**config.mk**
```make
export PLATFORM = sky130hd
export DESIGN_NAME = bht_predict_unit_flat
export DESIGN_NICKNAME = d
export VERILOG_FILES = /design/src/rtl/bht_predict_unit_pkg.sv /design/src/rtl/bht_predict_unit_if.sv /design/src/rtl/bht_track_queue.sv /design/src/rtl/bht_predict_unit.sv /design/src/flat_wrapper.sv
export SDC_FILE = /design/constraint.sdc
export NUM_CORES = 1
export LEC_CHECK = 0
export CAP_MARGIN = 20
export CORE_UTILIZATION = 45
export DETAILED_ROUTE_END_ITERATION = 8
export GPL_ROUTABILITY_DRIVEN = 1
export PLACE_DENSITY = 0.8
export REMOVE_ABC_BUFFERS = 1
export SLEW_MARGIN = 20
export SYNTH_ARGS = -nofsm -noshare
export SYNTH_HDL_FRONTEND = slang
export SYNTH_SLANG_ARGS = --single-unit
```
**constraint.sdc**
```tcl
create_clock -name clk -period 2.25 [get_ports clk]
set_input_delay 0.45 -clock clk [delete_from_list [all_inputs] [get_ports clk]]
set_output_delay 0.45 -clock clk [all_outputs]
set_load 0.05 [all_outputs]
```
**src/rtl/bht_predict_unit_pkg.sv**
```systemverilog
// Shared definitions for the per-PC branch history table predictor.
//   - 2-bit saturating counter state constants and next-state function
//   - bht_entry_t: one in-flight branch tracked between fetch and execute
package bht_predict_unit_pkg;

    // 2-bit counter states; the MSB is the taken prediction.
    localparam logic [1:0] SNT = 2'b00;
    localparam logic [1:0] WNT = 2'b01;
    localparam logic [1:0] WT  = 2'b10;
    localparam logic [1:0] ST  = 2'b11;

    // Widest index a 16-bit, 2-byte aligned PC can supply (f_pc[15:1]).
    // Entries carry the full width so the struct does not depend on the
    // table size; unused upper bits are trimmed by synthesis.
    localparam int unsigned MaxIdxBits = 15;

    typedef struct packed {
        logic [MaxIdxBits-1:0] idx;
        logic                  pred;
    } bht_entry_t;

    // Move one step toward the resolved outcome, saturating at SNT/ST.
    function automatic logic [1:0] ctr_next(input logic [1:0] ctr, input logic taken);
        if (taken) begin
            return (ctr == ST) ? ST : ctr + 2'd1;
        end
        return (ctr == SNT) ? SNT : ctr - 2'd1;
    endfunction

endpackage

```
**src/rtl/bht_predict_unit_if.sv**
```systemverilog
// Fetch/execute bus of the BHT predictor.
//   master: fetch + execute side (drives f_valid, f_is_branch, f_pc, x_resolve, x_taken)
//   slave : predictor (drives f_pred_taken, f_stall, x_mispredict, x_q_empty, stats)
interface bht_predict_unit_if #(
    parameter int unsigned CNT_W = 16
) ();
    logic             f_valid;
    logic             f_is_branch;
    logic [15:0]      f_pc;
    logic             f_pred_taken;
    logic             f_stall;
    logic             x_resolve;
    logic             x_taken;
    logic             x_mispredict;
    logic             x_q_empty;
    logic [CNT_W-1:0] branch_cnt;
    logic [CNT_W-1:0] mispred_cnt;

    modport master (
        output f_valid, f_is_branch, f_pc, x_resolve, x_taken,
        input  f_pred_taken, f_stall, x_mispredict, x_q_empty, branch_cnt, mispred_cnt
    );

    modport slave (
        input  f_valid, f_is_branch, f_pc, x_resolve, x_taken,
        output f_pred_taken, f_stall, x_mispredict, x_q_empty, branch_cnt, mispred_cnt
    );
endinterface

```
**src/rtl/bht_track_queue.sv**
```systemverilog
// In-order queue of predicted branches awaiting resolution.
//   push_i/entry_i : enqueue at tail (caller guarantees a free slot or a same-cycle pop)
//   pop_i          : dequeue head (caller guarantees non-empty)
//   flush_i        : after this edge the queue is empty (applied together with pop)
//   head_o         : oldest entry, valid when !empty_o
//   full_o/empty_o : occupancy flags
module bht_track_queue
    import bht_predict_unit_pkg::*;
#(
    parameter int unsigned Q_DEPTH = 2
) (
    input  logic       clk,
    input  logic       rst,
    input  logic       push_i,
    input  bht_entry_t entry_i,
    input  logic       pop_i,
    input  logic       flush_i,
    output bht_entry_t head_o,
    output logic       full_o,
    output logic       empty_o
);
    localparam int unsigned PtrW = $clog2(Q_DEPTH);

    // Pointers carry an extra wrap bit to tell full from empty.
    logic [PtrW:0] head_q, head_d;
    logic [PtrW:0] tail_q, tail_d;
    bht_entry_t    mem_q [Q_DEPTH];
    bht_entry_t    mem_d [Q_DEPTH];

    always_comb begin
        head_d = head_q;
        tail_d = tail_q;
        mem_d  = mem_q;
        if (pop_i) begin
            head_d = head_q + 1'b1;
        end
        // When full with a same-cycle pop, tail aliases head: head is read
        // combinationally before the edge, so overwriting it is safe.
        if (push_i) begin
            mem_d[tail_q[PtrW-1:0]] = entry_i;
            tail_d = tail_q + 1'b1;
        end
        if (flush_i) begin
            tail_d = head_d;
        end
    end

    always_ff @(posedge clk or posedge rst) begin
        if (rst) begin
            head_q <= '0;
            tail_q <= '0;
            for (int i = 0; i < int'(Q_DEPTH); i++) begin
                mem_q[i] <= '0;
            end
        end else begin
            head_q <= head_d;
            tail_q <= tail_d;
            mem_q  <= mem_d;
        end
    end

    assign head_o  = mem_q[head_q[PtrW-1:0]];
    assign empty_o = (head_q == tail_q);
    assign full_o  = (head_q[PtrW] != tail_q[PtrW]) &&
                     (head_q[PtrW-1:0] == tail_q[PtrW-1:0]);

endmodule

```
**src/rtl/bht_predict_unit.sv**
```systemverilog
// Fetch-side branch predictor: table of 2-bit saturating counters indexed by
// f_pc[IDX_BITS:1], with an in-order tracking queue between fetch and execute.
//   clk, rst : clock, asynchronous active-high reset
//   bus      : fetch lookup/push, execute resolve, mispredict and statistics
module bht_predict_unit
    import bht_predict_unit_pkg::*;
#(
    parameter int unsigned IDX_BITS = 4,
    parameter int unsigned Q_DEPTH  = 2,
    parameter int unsigned CNT_W    = 16
) (
    input logic               clk,
    input logic               rst,
    bht_predict_unit_if.slave bus
);
    localparam int unsigned TblSize = 2 ** IDX_BITS;

    logic [1:0]          table_q [TblSize];
    logic [1:0]          table_d [TblSize];
    logic [CNT_W-1:0]    branch_cnt_q, branch_cnt_d;
    logic [CNT_W-1:0]    mispred_cnt_q, mispred_cnt_d;

    logic [IDX_BITS-1:0] f_idx;
    logic [IDX_BITS-1:0] h_idx;
    logic                f_hit;
    logic                q_push;
    logic                q_pop;
    logic                q_full;
    logic                q_empty;
    logic                mispredict;
    bht_entry_t          push_entry;
    bht_entry_t          head;

    logic unused_bits;
    assign unused_bits = ^{bus.f_pc[0], head.idx};

    assign f_idx = bus.f_pc[IDX_BITS:1];
    assign h_idx = head.idx[IDX_BITS-1:0];
    assign f_hit = bus.f_valid && bus.f_is_branch;

    // Resolve while empty is ignored entirely.
    assign q_pop      = bus.x_resolve && !q_empty;
    assign mispredict = q_pop && (head.pred != bus.x_taken);

    always_comb begin
        bus.f_pred_taken = f_hit && table_q[f_idx][1];
        // A same-cycle pop frees a slot, so a full queue only stalls without one.
        bus.f_stall      = f_hit && q_full && !bus.x_resolve;
        // A push alongside a mispredict is wrong-path and is dropped.
        q_push           = f_hit && !bus.f_stall && !mispredict;
        push_entry       = '0;
        push_entry.idx   = MaxIdxBits'(f_idx);
        push_entry.pred  = bus.f_pred_taken;
    end

    always_comb begin
        table_d       = table_q;
        branch_cnt_d  = branch_cnt_q;
        mispred_cnt_d = mispred_cnt_q;
        if (q_pop) begin
            table_d[h_idx] = ctr_next(table_q[h_idx], bus.x_taken);
            if (branch_cnt_q != '1) begin
                branch_cnt_d = branch_cnt_q + 1'b1;
            end
            if (mispredict && (mispred_cnt_q != '1)) begin
                mispred_cnt_d = mispred_cnt_q + 1'b1;
            end
        end
    end

    always_ff @(posedge clk or posedge rst) begin
        if (rst) begin
            for (int i = 0; i < int'(TblSize); i++) begin
                table_q[i] <= SNT;
            end
            branch_cnt_q  <= '0;
            mispred_cnt_q <= '0;
        end else begin
            table_q       <= table_d;
            branch_cnt_q  <= branch_cnt_d;
            mispred_cnt_q <= mispred_cnt_d;
        end
    end

    bht_track_queue #(
        .Q_DEPTH (Q_DEPTH)
    ) u_queue (
        .clk     (clk),
        .rst     (rst),
        .push_i  (q_push),
        .entry_i (push_entry),
        .pop_i   (q_pop),
        .flush_i (mispredict),
        .head_o  (head),
        .full_o  (q_full),
        .empty_o (q_empty)
    );

    assign bus.x_mispredict = mispredict;
    assign bus.x_q_empty    = q_empty;
    assign bus.branch_cnt   = branch_cnt_q;
    assign bus.mispred_cnt  = mispred_cnt_q;

endmodule
```
**src/flat_wrapper.sv**
```systemverilog
// flat-port wrapper written by rule: the top's interface ports become plain ports
module bht_predict_unit_flat import bht_predict_unit_pkg::*;
#(
    parameter int unsigned IDX_BITS = 4,
    parameter int unsigned Q_DEPTH  = 2,
    parameter int unsigned CNT_W    = 16
)
  (clk, rst, bus_f_valid, bus_f_is_branch, bus_f_pc, bus_x_resolve, bus_x_taken, bus_f_pred_taken, bus_f_stall, bus_x_mispredict, bus_x_q_empty, bus_branch_cnt, bus_mispred_cnt);
  bht_predict_unit_if #(.CNT_W(CNT_W)) bus_i ();
  input logic clk;
  input logic rst;
  input wire logic [$bits(bus_i.f_valid)-1:0] bus_f_valid;
  input wire logic [$bits(bus_i.f_is_branch)-1:0] bus_f_is_branch;
  input wire logic [$bits(bus_i.f_pc)-1:0] bus_f_pc;
  input wire logic [$bits(bus_i.x_resolve)-1:0] bus_x_resolve;
  input wire logic [$bits(bus_i.x_taken)-1:0] bus_x_taken;
  output wire logic [$bits(bus_i.f_pred_taken)-1:0] bus_f_pred_taken;
  output wire logic [$bits(bus_i.f_stall)-1:0] bus_f_stall;
  output wire logic [$bits(bus_i.x_mispredict)-1:0] bus_x_mispredict;
  output wire logic [$bits(bus_i.x_q_empty)-1:0] bus_x_q_empty;
  output wire logic [$bits(bus_i.branch_cnt)-1:0] bus_branch_cnt;
  output wire logic [$bits(bus_i.mispred_cnt)-1:0] bus_mispred_cnt;
  assign bus_i.f_valid = bus_f_valid;
  assign bus_i.f_is_branch = bus_f_is_branch;
  assign bus_i.f_pc = bus_f_pc;
  assign bus_i.x_resolve = bus_x_resolve;
  assign bus_i.x_taken = bus_x_taken;
  assign bus_f_pred_taken = bus_i.f_pred_taken;
  assign bus_f_stall = bus_i.f_stall;
  assign bus_x_mispredict = bus_i.x_mispredict;
  assign bus_x_q_empty = bus_i.x_q_empty;
  assign bus_branch_cnt = bus_i.branch_cnt;
  assign bus_mispred_cnt = bus_i.mispred_cnt;
  bht_predict_unit #(.IDX_BITS(IDX_BITS), .Q_DEPTH(Q_DEPTH), .CNT_W(CNT_W)) u_core (.clk(clk), .rst(rst), .bus(bus_i));
endmodule
```
==> results.toml, run 1 <==
[cts]
cts_num_sinks = 78
ctsHoldBuffers = 0
cts_tree = "done"
cts-root-buf = "clkbuf_8"
clock_latency_ps = 370
clkTransAtPathRegs_ps = 100
cts_buffers = 9
cts.htree.levels = 3
cts_max_path_buffers = 2

[floorplanning]
rows = 34
die_area_mm2 = 0.00932
ios = 58
die_height_um = 96.5
start_util = 0.463
die_w_um = 96.5
core_area_mm2 = 0.00868

[timing]
worst_slack_ps = -296
slew_viol_final = 0
max-slew-margin-rel = 0.631
setup-violations-final = 36
holdWs_ps = 420
max_clock_freq_mhz = 393
fin_skew_ps = 22.8
hold_viol_final = 0
period_needed_ps = 2550
worst_pin_slew_ps = 550
rsz0062_at_grt = "yes"
finalCritPeriodShare = 1.13

[pwr]
power_density_mw_per_mm2 = 1410
leakage_uw = 0.00236
worst_ir_drop_vdd_mv = 0.560
finalPower_uw = 7590

[grt]
first_global_vias = 3136
grt_max_degree = 33
gr-total-overflow = 0
antenna_found_initial = 0
grt_pass1_wl_um = 15600
grt_usage = 0.223

[layout]
antenna_cells = 0
nNetsFinal = 459
stdcell_area_mm2 = 0.00537
nFillCells = 652
fin_util = 0.619
ff_latch_area_mm2 = 0.00195
multiInputGateArea_mm2 = 0.00216
syn2layout_area_growth_pct = 33.5
drive_gt1_frac = 0.348

[flow_run]
maxCapViolations = 0

[routing]
wl_per_cell_um = 17.8
ant_nets = 0
drc_errors = 1
firstDrtPassIters = 6
vias_per_cell = 5.70
vias = 3121
routed_wl_um = 9750
drt_iter0_markers = 173

[logic_synthesis]
synth_area_per_cell_um2 = 12.0
synth_area_leaders = "dfrtp_1 49%, mux2_2 12%, mux4_2 5.0%, xnor2_1 5.0%, xor2_1 2.8%"
netlist_instances = 335
yosys.area.top_type = "dfrtp_1"
synth.top_cell.area_share = 0.485
dominantRegCellSynth = "dfrtp_1"
synth_seq_cells = 78
post-synth-top-count-cell = "dfrtp_1"
synth_common_cells = "78 x dfrtp_1, 44 x mux2_2, 25 x nor2_1"
synth_edf_count = 0
ys_warn_count = 0
syn-cell-area_mm2 = 0.00402
ys_types = 58
ys_async_sr_fraction = 1.00
seq_area_frac_synth = 0.485

[critical_path]
start_kind = "flip-flop"
crit_path_end_kind = "flip-flop"
crit_type = "reg2reg"
critPathArrivalTime_ps = 2780
cp_data_required_time_ps = 2480
path_max_fanout = 8

[status]
run_status = "complete, but fails checks"
violations = "design-rule violations, negative setup slack"

[placed_design]
finalWeightedCongestion = 0.944
io_buffers = 45
hpwl_um = 6930
dpl-instance-area_mm2 = 0.00494

[min_path]
min_path_type = "in2async"
-- placed cells by master (no fill, tap or decap), drive strengths merged, types with 6 or more instances in the layout --
| cell | instances |
|---|---|
| nand3 | 16 |
| clkdlybuf4s50 | 39 |
| xnor2 | 23 |
| clkbuf | 9 |
| and3 | 6 |
| mux4 | 9 |
| buf | 57 |
| mux2 | 46 |
| xor2 | 14 |
| nor2 | 25 |
| inv | 15 |
| nand2 | 22 |
| dfrtp | 78 |
-- layer usage --
metal / track usage / part of all wire / up-vias
met5: 0 / 0 / -
met4: 0.121 / 0.030 / 0
met3: 0.0282 / 0.043 / 23
met2: 0.349 / 0.49 / 98
met1: 0.302 / 0.44 / 1563
li1: - / - / 1437
-- final cells by class --
cell class	instances	share of cell area
clock buffers	9	0.0231
clock inverters	7	0.0112
inverters	9	0.00629
multi-input cells	240	0.402
flip-flops and latches	78	0.364
well taps	108	0.0252
repair buffers	97	0.169
-- report_power, final --
group	total, µW	internal, µW	switching (µW)
clock	1010	426	588
combinational	4230	2060	2170
sequential	2340	1860	484
total	7590	4340	3240
-- state kept, by name, indices dropped and copies added, names as in the netlist --
name and cells:
u_core.table_q 32, u_core.bus.branch_cnt 16, u_core.bus.mispred_cnt 16, u_core.u_queue.mem_q 10
u_core.u_queue.head_q 2, u_core.u_queue.tail_q 2
-- final timing paths --
path	slack, ps	from	endpoint	cells past startpoint
setup / recovery	-300	u_core.u_queue.head_q[0]	u_core.table_q[31]	6
hold / removal	420	rst	u_core.bus.branch_cnt[7]	2
setup reg to reg	-300	u_core.u_queue.head_q[0]	u_core.table_q[31]	6
hold reg to reg	500	u_core.bus.mispred_cnt[5]	u_core.bus.mispred_cnt[5]	1
max in group asynchronous	1250	rst	u_core.u_queue.head_q[0]	3
min in group clk	480	bus_f_pc[1]	u_core.u_queue.mem_q[17]	2
-- cells by family after synthesis --
group                    after synthesis  share of synthesized area
adder cells (fa/ha/maj)                4                     0.0118
multiplexers                          56                      0.184
XOR/XNOR                              37                     0.0825
buffers and inverters                 19                     0.0268
AND/OR/NAND/NOR                      101                      0.130
AO/OA/AOI/OAI                         40                     0.0800
flip-flops                            78                      0.485
-- critical path: stages, from the launching register on --
cell      delay (ps)
dfrtp_2          470
mux2_4           370
mux4_2           450
a22oi_2          160
o211ai_1         210
maj3_2           460
mux2_2           300
-- timing repair --
item	in CTS	in global routing
endpoints found under the setup margin	41	58
setup buffers	4	1
resized for setup	42	16
cloned	2	0
pin swaps	5	6
-- per-stage QoR --
stage	setup slack, ps	TNS, ps	std cells
4_1_cts	-264	-8590	547
3_3_place_gp	-723	-11290	525
6_report	-296	-9450	548
3_5_place_dp	-740	-13120	525
2_1_floorplan	-710	-31820	325
5_1_grt	-382	-13020	548
(Power assumes the default switching activity.)
==> run 2, diff against run 1 <==
==> constraint.sdc (replaced) <==
create_clock -name clk -period 2.1 [get_ports clk]
set_input_delay 0.42 -clock clk [delete_from_list [all_inputs] [get_ports clk]]
set_output_delay 0.42 -clock clk [all_outputs]
set_load 0.05 [all_outputs]
==> results.toml, run 2 (synthesized netlist as in run 1, its figures left out) <==
[timing]
finalCritPeriodShare = 1.21
slew_viol_final = 0
max-slew-margin-rel = 0.660
worst_pin_slew_ps = 510
tns_ps = -15370
fin_skew_ps = 12.7
setup-violations-final = 43
hold_viol_final = 0
period_needed_ps = 2550
holdWs_ps = 349
rsz0062_at_grt = "yes"
worst_slack_ps = -446
max_clock_freq_mhz = 393

[grt]
first_global_vias = 3145
grt_usage = 0.227
antenna_found_initial = 0
gr-total-overflow = 0
grt_max_degree = 43
grt_pass1_wl_um = 15800

[cts]
cts_num_sinks = 78
cts_tree = "done"
clkTransAtPathRegs_ps = 90
cts-root-buf = "clkbuf_8"
ctsHoldBuffers = 0
cts.htree.levels = 3
clock_latency_ps = 370
cts_max_path_buffers = 2
cts_buffers = 9

[pwr]
worst_ir_drop_vdd_mv = 0.670
power_density_mw_per_mm2 = 1500
leakage_uw = 0.00245

[flow_run]
maxCapViolations = 0

[layout]
largest_reg_flops = 32
ff_latch_area_mm2 = 0.00195
most-common-layout-cells = "77 x dfrtp_1, 51 x buf_4, 32 x clkdlybuf4s50_1"
nFillCells = 669
syn2layout_area_growth_pct = 33.4
multiInputGateArea_mm2 = 0.00215
stdcell_area_mm2 = 0.00537
regMostFlops = "u_core.table_q"
finalNonFillerCells = 549
nNetsFinal = 460
antenna_cells = 0
drive_gt1_frac = 0.345
final_common_cell = "dfrtp_1"

[floorplanning]
die_height_um = 96.5
start_util = 0.463
die_w_um = 96.5
rows = 34
ios = 58
die_area_mm2 = 0.00932
core_area_mm2 = 0.00868

[routing]
vias = 3129
drt_iter0_markers = 235
drc_errors = 1
wl_per_cell_um = 18.1
vias_per_cell = 5.70
firstDrtPassIters = 6
routed_wl_um = 9960
ant_nets = 0

[critical_path]
cp_data_required_time_ps = 2350
crit_path_end_kind = "flip-flop"
cp_cell_sequence = "mux2_4 -> mux4_2 -> a22oi_2 -> o211ai_1 -> maj3_2 -> mux2_2"
critPathSlowestCell = "dfrtp_2"
cp_top_family = "multiplexers"
max_stage_delay_ps = 470
crit_type = "reg2reg"
r2r_slack_ps = -450
critPathBufInv = 0
start_kind = "flip-flop"
critPathArrivalTime_ps = 2790
path_max_fanout = 8

[placed_design]
io_buffers = 45
finalWeightedCongestion = 0.912
hpwl_um = 6820
dpl-instance-area_mm2 = 0.00495
dpl.cell_count = 527

[status]
violations = "design-rule violations, negative setup slack"
run_status = "complete, but fails checks"

[min_path]
min_path_type = "in2async"
[run 2: metal layers]
layer | global-route usage | vias up | share of wire
met2 | 0.349 | 109 | 0.49
li1 | - | 1426 | -
met3 | 0.0383 | 24 | 0.053
met5 | 0 | - | 0
met4 | 0.107 | 0 | 0.021
met1 | 0.313 | 1570 | 0.43
[run 2: worst reg2reg max path, delay by kind of cell (launching register included)]
kind / cells / cell delay, ps
mux: 3 / 1080
fa+ha+maj: 1 / 470
compound gates: 2 / 410
flops: 1 / 470
[run 2: power breakdown]
group	leakage [µW]	switching, µW	internal [µW]
logic	0.00134	2380	2190
clock network	0.0000910	587	438
registers	0.00102	474	1990
[run 2: final timing paths]
path                                     startpoint                         to  cells past startpoint
setup / recovery           u_core.u_queue.head_q[0]          u_core.table_q[6]                      6
hold / removal                                  rst  u_core.bus.branch_cnt[10]                      2
setup reg to reg           u_core.u_queue.head_q[0]          u_core.table_q[6]                      6
hold reg to reg            u_core.bus.branch_cnt[7]   u_core.bus.branch_cnt[7]                      1
max in group asynchronous                       rst   u_core.u_queue.head_q[0]                      3
min in group clk           u_core.bus.branch_cnt[7]   u_core.bus.branch_cnt[7]                      1
[run 2: area by class of cell]
| cell class | count | area share |
|---|---|---|
| well taps | 108 | 0.0252 |
| flip-flops and latches | 78 | 0.364 |
| clock buffers | 10 | 0.0238 |
| inverters | 9 | 0.00630 |
| multi-input cells | 240 | 0.401 |
| repair buffers | 98 | 0.172 |
| clock inverters | 6 | 0.00839 |
[run 2: stage by stage]
stage | worst slack (ps) | util | power [µW]
after floorplan | -830 | - | 4830
after global placement | -812 | 0.571 | 6270
after detailed placement | -825 | 0.571 | 6410
after CTS | -418 | 0.604 | 7770
after global routing | -523 | 0.618 | 8490
final | -446 | 0.618 | 8050
[run 2: timing repair]
action / in CTS / in global routing
resized for setup: 29 / 29
cloned: 2 / 0
setup endpoints to repair: 54 / 67
pin swaps: 4 / 3
buffers inserted: 3 / 1
==> run 3, diff against run 2 <==
--- a/config.mk
+++ b/config.mk
@@ -6,9 +6,11 @@
 export NUM_CORES = 1
 export LEC_CHECK = 0
 export CAP_MARGIN = 20
+export CORE_ASPECT_RATIO = 0.5
 export CORE_UTILIZATION = 45
 export DETAILED_ROUTE_END_ITERATION = 8
 export GPL_ROUTABILITY_DRIVEN = 1
+export MAX_ROUTING_LAYER = met4
 export PLACE_DENSITY = 0.8
 export REMOVE_ABC_BUFFERS = 1
 export SLEW_MARGIN = 20
==> results.toml, run 3 (synthesized netlist as in run 1, its figures left out) <==
[timing]
finalCritPeriodShare = 1.20
hold_viol_final = 0
rsz0062_at_grt = "yes"
max-slew-margin-rel = 0.593
worst_slack_ps = -428
worst_pin_slew_ps = 602
fin_skew_ps = 9.23
slew_viol_final = 0
max_clock_freq_mhz = 396
tns_ps = -15850
period_needed_ps = 2530
setup-violations-final = 56

[routing]
drc_errors = 0
drt_iter0_markers = 270
wl_per_cell_um = 18.4
firstDrtPassIters = 4
ant_nets = 0
vias_per_cell = 5.59
routed_wl_um = 10400
vias = 3143

[grt]
grt_usage = 0.236
first_global_vias = 3099
antenna_found_initial = 0
grt_pass1_wl_um = 15800
gr-total-overflow = 0
grt_max_degree = 28

[pwr]
p_switching_uw = 3590
combPwrFrac = 0.523
power_density_mw_per_mm2 = 1580
p_seq_frac = 0.277
p_clk_frac = 0.201
finalPower_uw = 9200
netSwitchingFraction = 0.390
leakage_uw = 0.00262
internal-power_uw = 5610
worst_ir_drop_vdd_mv = 0.947

[critical_path]
cp_data_required_time_ps = 2320
crit_type = "reg2reg"
critPathArrivalTime_ps = 2750
r2r_slack_ps = -430
crit_path_end_kind = "flip-flop"
start_kind = "flip-flop"
reg2reg_depth = 6
regToRegEndpoint = "u_core.table_q[30]"
rr_startpoint = "u_core.u_queue.head_q[0]"
path_max_fanout = 8

[cts]
ctsHoldBuffers = 0
cts-root-buf = "clkbuf_16"
cts_max_path_buffers = 2
cts.htree.levels = 3
clkTransAtPathRegs_ps = 60
cts_num_sinks = 78
cts_buffers = 9
cts_tree = "done"
clock_latency_ps = 340

[floorplanning]
start_util = 0.484
ios = 58
die_height_um = 68.8
rows = 23
die_area_mm2 = 0.00934
core_area_mm2 = 0.00832
die_w_um = 136

[min_path]
min_path_type = "in2async"

[layout]
syn2layout_area_growth_pct = 44.8
antenna_cells = 0
largest_reg_flops = 32
regMostFlops = "u_core.table_q"
most-common-layout-cells = "77 x dfrtp_1, 56 x buf_4, 37 x clkdlybuf4s50_1"
final_common_cell = "dfrtp_1"
nNetsFinal = 470
drive_gt1_frac = 0.400
fin_util = 0.700
nFillCells = 537

[placed_design]
hpwl_um = 6720
finalWeightedCongestion = 0.938
io_buffers = 45

[flow_run]
maxCapViolations = 0

[status]
violations = "negative setup slack"
run_status = "complete, but fails checks"
-- run 3: changes by cell type in the layout (fill, tap and decap cells not counted), sizes merged --
cell           before  now
dlygate4sd2         2    1
buf                57   67
bufinv              0    3
inv                11    9
clkdlybuf4s50      32   37
clkbuf             10   12
clkinv              4    0
dlymetal6s2s        6    2
-- run 3: critical path: stages (launching register included) --
cell and delay (ps):
dfrtp_2 470, nor3b_1 210, or2_1 310, a2111oi_4 370, o211ai_1 260, maj3_2 480, mux2_4 300
-- run 3: what timing repair did --
| action | CTS | global route |
|---|---|---|
| buffers inserted | 0 | 9 |
| gates resized for setup | 33 | 63 |
| cloned | 2 | 0 |
| pin swaps | 3 | 13 |
| setup endpoints to repair | 59 | 65 |
-- run 3: per-layer routing --
layer | vias to the layer above | wire (µm) | GRT usage
li1 | 1447 | - | -
met1 | 1575 | 4550 | 0.293
met2 | 104 | 5060 | 0.383
met3 | 17 | 582 | 0.0577
met4 | 0 | 157 | 0.0871
met5 | - | 0 | -
-- run 3: stage by stage --
stage / cells / cell area (µm²) / worst slack (ps) / hold WS, ps
2_1_floorplan: 325 / 3950 / -830 / 475
3_3_place_gp: 537 / 5000 / -723 / 477
3_5_place_dp: 537 / 5000 / -766 / 476
4_1_cts: 554 / 5480 / -395 / 395
5_1_grt: 562 / 5820 / -481 / 422
6_report: 562 / 5820 / -428 / 396
-- run 3: worst max path at each step --
stage	start	slack (ps)	end
2_1_floorplan	u_core.u_queue.head_q[0]	-830	bus_f_stall
3_3_place_gp	bus_f_pc[1]	-720	bus_f_pred_taken
3_5_place_dp	bus_f_pc[1]	-770	bus_f_pred_taken
4_1_cts	u_core.u_queue.head_q[0]	-400	u_core.table_q[29]
5_1_grt	u_core.u_queue.head_q[0]	-480	u_core.table_q[29]
6_report	u_core.u_queue.head_q[0]	-430	u_core.table_q[30]
-- run 3: power groups by stage --
stage | Sequential, µW | Clock (µW) | Combinational (µW)
finish | 2550 | 1850 | 4810
global route | 2590 | 1940 | 5110
CTS | 2490 | 1870 | 4280
detailed placement | 2500 | 0 | 3940
global placement | 2480 | 0 | 3840
floorplan | 2780 | 0 | 2050
-- run 3: final cells by class --
class                      count  area, µm²  area share
multi-input combinational    240       2330       0.400
tap                          112        140      0.0241
sequential                    78       1950       0.335
timing repair buffer         108       1010       0.174
clock buffer                  12        267      0.0458
inverter                       9       33.8     0.00580
clock inverter                 3       90.1      0.0155
==> RTL change 1 (flow settings as in run 1) <==
`Q_DEPTH` is set to 2 in 3 places; all go to 4.
--- a/src/rtl/bht_track_queue.sv
+++ b/src/rtl/bht_track_queue.sv
@@ -7,7 +7,7 @@
 module bht_track_queue
     import bht_predict_unit_pkg::*;
 #(
-    parameter int unsigned Q_DEPTH = 2
+    parameter int unsigned Q_DEPTH = 4
 ) (
     input  logic       clk,
     input  logic       rst,
--- a/src/rtl/bht_predict_unit.sv
+++ b/src/rtl/bht_predict_unit.sv
@@ -6,7 +6,7 @@
     import bht_predict_unit_pkg::*;
 #(
     parameter int unsigned IDX_BITS = 4,
-    parameter int unsigned Q_DEPTH  = 2,
+    parameter int unsigned Q_DEPTH  = 4,
     parameter int unsigned CNT_W    = 16
 ) (
     input logic               clk,
--- a/src/flat_wrapper.sv
+++ b/src/flat_wrapper.sv
@@ -2,7 +2,7 @@
 module bht_predict_unit_flat import bht_predict_unit_pkg::*;
 #(
     parameter int unsigned IDX_BITS = 4,
-    parameter int unsigned Q_DEPTH  = 2,
+    parameter int unsigned Q_DEPTH  = 4,
     parameter int unsigned CNT_W    = 16
 )
   (clk, rst, bus_f_valid, bus_f_is_branch, bus_f_pc, bus_x_resolve, bus_x_taken, bus_f_pred_taken, bus_f_stall, bus_x_mispredict, bus_x_q_empty, bus_branch_cnt, bus_mispred_cnt);
Formal check against the unedited RTL: not equivalent (Yosys sat finds a counterexample within 4 cycles, from zero or initial values and one cycle with rst high).
==> RTL change 1 against run 1 <==
  * The run ends with setup timing left
  * Worst setup slack gained 0.016 ns
  * Die area rose by 15%
  * Largest power group unchanged
  * Critical endpoint is now bus_f_pred_taken
  * Total power is 41% higher
  * Clock power is 7% higher
  * Area after synthesis grew 16%
  * Critical path type is now reg -> out
  * Wire length grew 28%
  * Sequential cell count up 12
  * Sequential power grew 18%
  * Final area is 23% higher
==> RTL change 1: results (changes against run 1) <==
| Metric | Value |
|---|---|
| Status | `complete, but fails checks (unchanged)` |
| Failing checks | `setup timing (was DRC, setup timing)` |
| Seq/Total Area, Yosys | `0.484 (was 0.485)` |
| GRT met3 Usage | `0.0403 (was 0.0282)` |
| Vias in the first global route | `3590 (was 3136)` |
| First-pass GRT wire length | `17800 µm (was 15600 µm)` |
| Layout cells sized above 1 | `0.447 (was 0.348)` |
| Crit path launch | `u_core.table_q[3]$_DFFE_PP0P_ (was u_core.u_queue.head_q[0]$_DFF_PP0_)` |
| CP arrival | `2.08 ns (was 2.78 ns)` |
| Final GP Congestion | `0.832 (was 0.944)` |
| Worst slew margin | `0.658 (was 0.631)` |
| Setup ws final | `-0.280 ns (was -0.296 ns)` |
| First-pass DRT Iterations | `5 (was 6)` |
| Sw Ratio | `0.425 (was 0.428)` |
| All-Layer GR Usage | `0.209 (was 0.223)` |
| Biggest regs | `u_core.table_q (32), u_core.u_queue.mem_q (20)` |
| Met1 Use GR | `0.255 (was 0.302)` |
| Worst Path Max Fanout | `3 (was 8)` |
| Count of different cell masters after synthesis | `43 (was 58)` |
| Post-synth top cells | `dfrtp_1, mux2_2, nand2_1 (was dfrtp_1, mux2_2, nor2_1)` |
| Clock slew at reported path FFs | `0.08 ns (was 0.10 ns)` |
| WL final | `12500 µm (was 9750 µm)` |
| Final setup viols | `70 (was 36)` |
| CTS buffer count | `9 (unchanged)` |
| Reg2reg end | `u_core.table_q[28]$_DFFE_PP0P_ (was u_core.table_q[31]$_DFFE_PP0P_)` |
| Via Count | `3716 (was 3121)` |
| Placement-stage cell area | `0.00562 mm² (was 0.00494 mm²)` |
| Largest net degree at the start of global routing | `40 (was 33)` |
| Post-DP HPWL | `7420 µm (was 6930 µm)` |
| DRT iter0 DRCs | `266 (was 173)` |
| Number of filler cells placed in the layout | `705 (was 652)` |
| Slowest stage cell, crit path | `mux4_2 (was dfrtp_2)` |
| Gr ovfl total | `0 (unchanged)` |
| FF/Latch Area | `0.00226 mm² (was 0.00195 mm²)` |
| Final TNS setup | `-10.53 ns (was -9.45 ns)` |
| Ys flop type | `dfrtp_1 (unchanged)` |
| Grt met2 use | `0.374 (was 0.349)` |
| R2R Setup Slk | `-0.27 ns (was -0.30 ns)` |
| VDD IR-drop max | `0.922 mV (was 0.560 mV)` |
| DP Worst Slack | `-0.710 ns (was -0.740 ns)` |
| Max stage delay on crit path | `0.49 ns (was 0.47 ns)` |
| Layout Nets | `539 (was 459)` |
| R2R cell count | `7 (was 6)` |
| Worst Skew | `0.00709 ns (was 0.0228 ns)` |
| Leakage Power | `2.93 nW (was 2.36 nW)` |
| R2r startpoint | `u_core.u_queue.head_q[0]$_DFF_PP0_ (unchanged)` |
| Synth area leaders | `dfrtp_1, mux2_2, mux2i_1 (was dfrtp_1, mux2_2, mux4_2)` |
[RTL change 1: cell types whose count changed after synthesis, moves of 5 or more]
cell and change:
mux2i_1 +23, nand2_1 +16, dfrtp_1 +12, nor2_1 -11, mux2_2 +8, ha_1 +5
o31ai_1 +5
[RTL change 1: power by group through the flow]
| stage | Combinational, mW | Sequential, mW | Clock [mW] |
|---|---|---|---|
| 5_1_grt | 7.20 | 2.80 | 1.16 |
| 3_3_place_gp | 4.77 | 2.62 | 0 |
| 2_1_floorplan | 2.83 | 2.94 | 0 |
| 6_report | 6.86 | 2.75 | 1.08 |
| 3_5_place_dp | 4.95 | 2.67 | 0 |
| 4_1_cts | 5.80 | 2.67 | 1.09 |
[RTL change 1: final cells by class]
| class | count | share of cell area |
|---|---|---|
| clock buffer | 12 | 0.0219 |
| clock inverter | 3 | 0.00605 |
| tap | 133 | 0.0252 |
| multi-input combinational | 277 | 0.422 |
| inverter | 5 | 0.00303 |
| timing repair buffer | 127 | 0.181 |
| sequential | 90 | 0.341 |
[RTL change 1: timing repair]
action                                  in CTS  in global routing
pin swaps                                   12                 23
gates cloned                                 1                  0
resized for setup                           60                 76
setup buffers                               15                 22
endpoints found under the setup margin      67                 79
[RTL change 1: cells by family (layout without fill, tap and decap cells)]
| kind of cell | count (synthesis) | count (layout) | share of synthesized area |
|---|---|---|---|
| xor gates and xnor gates | 39 | 39 | 0.0734 |
| DFF | 90 | 90 | 0.484 |
| muxes | 89 | 90 | 0.234 |
| and+or+nand+nor | 118 | 118 | 0.131 |
| buffers and inverters | 17 | 147 | 0.0218 |
| adders and majority gates | 8 | 8 | 0.0212 |
| AOI/OAI and AO/OA | 22 | 22 | 0.0352 |
[RTL change 1: per-layer routing]
| metal | wire length, µm | part of all wire | vias up |
|---|---|---|---|
| met5 | 0 | 0 | - |
| met4 | 474 | 0.038 | 0 |
| met3 | 627 | 0.050 | 51 |
| met2 | 6600 | 0.53 | 145 |
| met1 | 4750 | 0.38 | 1895 |
| li1 | - | - | 1625 |
[RTL change 1: how the worst max path moves through the flow]
stage                                      endpoint  slack (ns)  depth (start not counted)
2_1_floorplan  u_core.bus.branch_cnt[0]$_DFFE_PP0P_       -0.54                          1
3_3_place_gp                       bus_f_pred_taken       -0.70                          5
3_5_place_dp                       bus_f_pred_taken       -0.71                          5
4_1_cts                            bus_f_pred_taken       -0.25                          4
5_1_grt              u_core.table_q[14]$_DFFE_PP0P_       -0.36                          7
6_report                           bus_f_pred_taken       -0.28                          4
[RTL change 1: through the flow]
| step | instances | hold slack (ns) |
|---|---|---|
| finish | 647 | 0.422 |
| global route | 647 | 0.471 |
| CTS | 630 | 0.450 |
| detailed placement | 599 | 0.476 |
| global placement | 599 | 0.466 |
| floorplan | 371 | 0.448 |
==> RTL change 2 (settings of run 1) <==
Made on the original files. Reset style: synchronous (`rst`), changed in 2 clocked blocks. Comments in the files are not updated.
--- a/src/rtl/bht_track_queue.sv
+++ b/src/rtl/bht_track_queue.sv
@@ -45,7 +45,7 @@
         end
     end
 
-    always_ff @(posedge clk or posedge rst) begin
+    always_ff @(posedge clk) begin
         if (rst) begin
             head_q <= '0;
             tail_q <= '0;
--- a/src/rtl/bht_predict_unit.sv
+++ b/src/rtl/bht_predict_unit.sv
@@ -68,7 +68,7 @@
         end
     end
 
-    always_ff @(posedge clk or posedge rst) begin
+    always_ff @(posedge clk) begin
         if (rst) begin
             for (int i = 0; i < int'(TblSize); i++) begin
                 table_q[i] <= SNT;
Behaviour: differs if rst is asserted again (counterexample within 4 cycles, from zero or initial values and one cycle with rst high); with rst held inactive, the same outputs for 4 cycles.
==> RTL change 2 against run 1 <==
  * The flow finishes with violations (setup timing)
  * Wire length is 3.5% higher
  * Final area down 3.8%
  * Area after synthesis fell by 4.0%
  * Synthesized cell count grew 27%
  * Sequential share of layout area down 5.9 points
  * Sequential cell count stayed put
  * Clock skew fell by 0.0083 ns
  * Register-to-register slack improved by 0.15 ns
  * Worst setup slack gained 0.12 ns
Power is not compared: it rests on default switching activity, and its combinational part moved more than twofold at a synthesized area within 25%.
==> RTL change 2: results (changes against run 1) <==
| Metric | Value |
|---|---|
| Status | `complete, but fails checks (unchanged)` |
| Failing checks | `setup timing (was DRC, setup timing)` |
| Compound-cell area share of the yosys netlist | `0.145 (was 0.0800)` |
| Hold Crit Class | `in -> reg (was in -> async)` |
| Worst slew margin | `0.617 (was 0.631)` |
| Placement-stage cell area | `0.00457 mm² (was 0.00494 mm²)` |
| Asr flop ratio synth | `0 (was 1.00)` |
| Clk buf depth | `2 (unchanged)` |
| Post-DP HPWL | `6670 µm (was 6930 µm)` |
| CTS buffer count | `9 (unchanged)` |
| Cells after DPL | `582 (was 525)` |
| VDD IR-drop max | `0.372 mV` |
| First-pass DRT Iterations | `5 (was 6)` |
| Slowest stage cell, crit path | `mux4_2 (was dfrtp_2)` |
| Largest register FFs | `32 (unchanged)` |
| Post-synth top cells | `nor2_1, dfxtp_1, xnor2_1 (was dfrtp_1, mux2_2, nor2_1)` |
| Vias in the first global route | `3397 (was 3136)` |
| First-pass GRT wire length | `16500 µm (was 15600 µm)` |
| Worst Path Max Fanout | `3 (was 8)` |
| Leakage Power | `1.68 nW` |
| Biggest register | `u_core.table_q (unchanged)` |
| CP top delay family | `multiplexers (unchanged)` |
| Seq/Total Area, Yosys | `0.405 (was 0.485)` |
| Synth area leaders | `dfxtp_1, nor2_1, xnor2_1 (was dfrtp_1, mux2_2, mux4_2)` |
| Largest net degree at the start of global routing | `60 (was 33)` |
| CP arrival | `1.98 ns (was 2.78 ns)` |
| Count of different cell masters after synthesis | `46 (was 58)` |
| H-Tree Depth | `3 (unchanged)` |
| Root buffer cell | `clkbuf_8 (unchanged)` |
| Via Count | `3557 (was 3121)` |
| DP Worst Slack | `-0.754 ns (was -0.740 ns)` |
| Layout Nets | `521 (was 459)` |
| Post-Synth XOR/XNOR Area | `0.0771 (was 0.0825)` |
| Clock slew at reported path FFs | `0.09 ns` |
| Final setup viols | `33 (was 36)` |
| Post-synthesis mux area share | `0.0904 (was 0.184)` |
| Setup ws final | `-0.179 ns (was -0.296 ns)` |
| DRT iter0 DRCs | `116 (was 173)` |
| Final GP Congestion | `0.921 (was 0.944)` |
| Adder-Cell Fraction of Synth Area | `0.0123 (was 0.0118)` |
| Syn_area_per_cell | `9.04 µm² (was 12.0 µm²)` |
| Layout cells sized above 1 | `0.239 (was 0.348)` |
| Ys flop type | `dfxtp_1 (was dfrtp_1)` |
| Antenna violations before repair | `1 (was 0)` |
| Final TNS setup | `-3.76 ns (was -9.45 ns)` |
| Finished Layout Cells | `608 (was 548)` |
| Sw power | `1.43 mW` |
| All-Layer GR Usage | `0.239 (was 0.223)` |
| IO buf count | `45 (unchanged)` |
| Worst Skew | `0.0145 ns (was 0.0228 ns)` |
| Max stage delay on crit path | `0.49 ns (was 0.47 ns)` |
| Routed wire per std cell | `16.6 µm (was 17.8 µm)` |
| Yosys warnings | `0 (unchanged)` |
-- RTL change 2: worst paths after layout --
| kind | startpoint | end | slack, ns | depth (start not counted) |
|---|---|---|---|---|
| setup / recovery | u_core.table_q[7]$_SDFFE_PP0P_ | bus_f_pred_taken | -0.18 | 4 |
| hold / removal | rst | u_core.bus.branch_cnt[5]$_SDFFE_PP0P_ | 0.49 | 2 |
| setup reg to reg | u_core.u_queue.head_q[0]$_SDFF_PP0_ | u_core.table_q[6]$_SDFFE_PP0P_ | -0.15 | 7 |
| hold reg to reg | u_core.table_q[29]$_SDFFE_PP0P_ | u_core.table_q[29]$_SDFFE_PP0P_ | 0.52 | 2 |
-- RTL change 2: area by class of cell --
cell class	instances	area (µm²)
Antenna cell	1	2.50
Clock buffer	10	128
Clock inverter	6	93.8
Fill cell	677	3090
Inverter	6	22.5
Multi-Input combinational cell	326	2410
Sequential cell	78	1570
Tap cell	105	131
Timing Repair Buffer	76	808
-- RTL change 2: what timing repair did --
item / CTS / global route
endpoints found under the setup margin: 37 / 35
cloned: 2 / 0
gates resized for setup: 50 / 17
buffers inserted: 6 / 1
pin swaps: 10 / 5
-- RTL change 2: routing by layer --
| layer | GRT usage | vias to the layer above | part of all wire |
|---|---|---|---|
| met4 | 0.121 | 0 | 0.023 |
| met1 | 0.304 | 1713 | 0.42 |
| met5 | 0 | - | 0 |
| met3 | 0.0419 | 23 | 0.064 |
| li1 | - | 1681 | - |
| met2 | 0.387 | 140 | 0.49 |
-- RTL change 2: power groups by stage --
stage / combinational [mW] / clock (mW) / sequential (mW)
CTS: 1.37 / 1.21 / 1.53
detailed placement: 1.12 / 0 / 1.56
floorplan: 0.572 / 0 / 1.63
global placement: 1.11 / 0 / 1.55
finish: 1.45 / 1.19 / 1.55
global route: 1.54 / 1.28 / 1.56
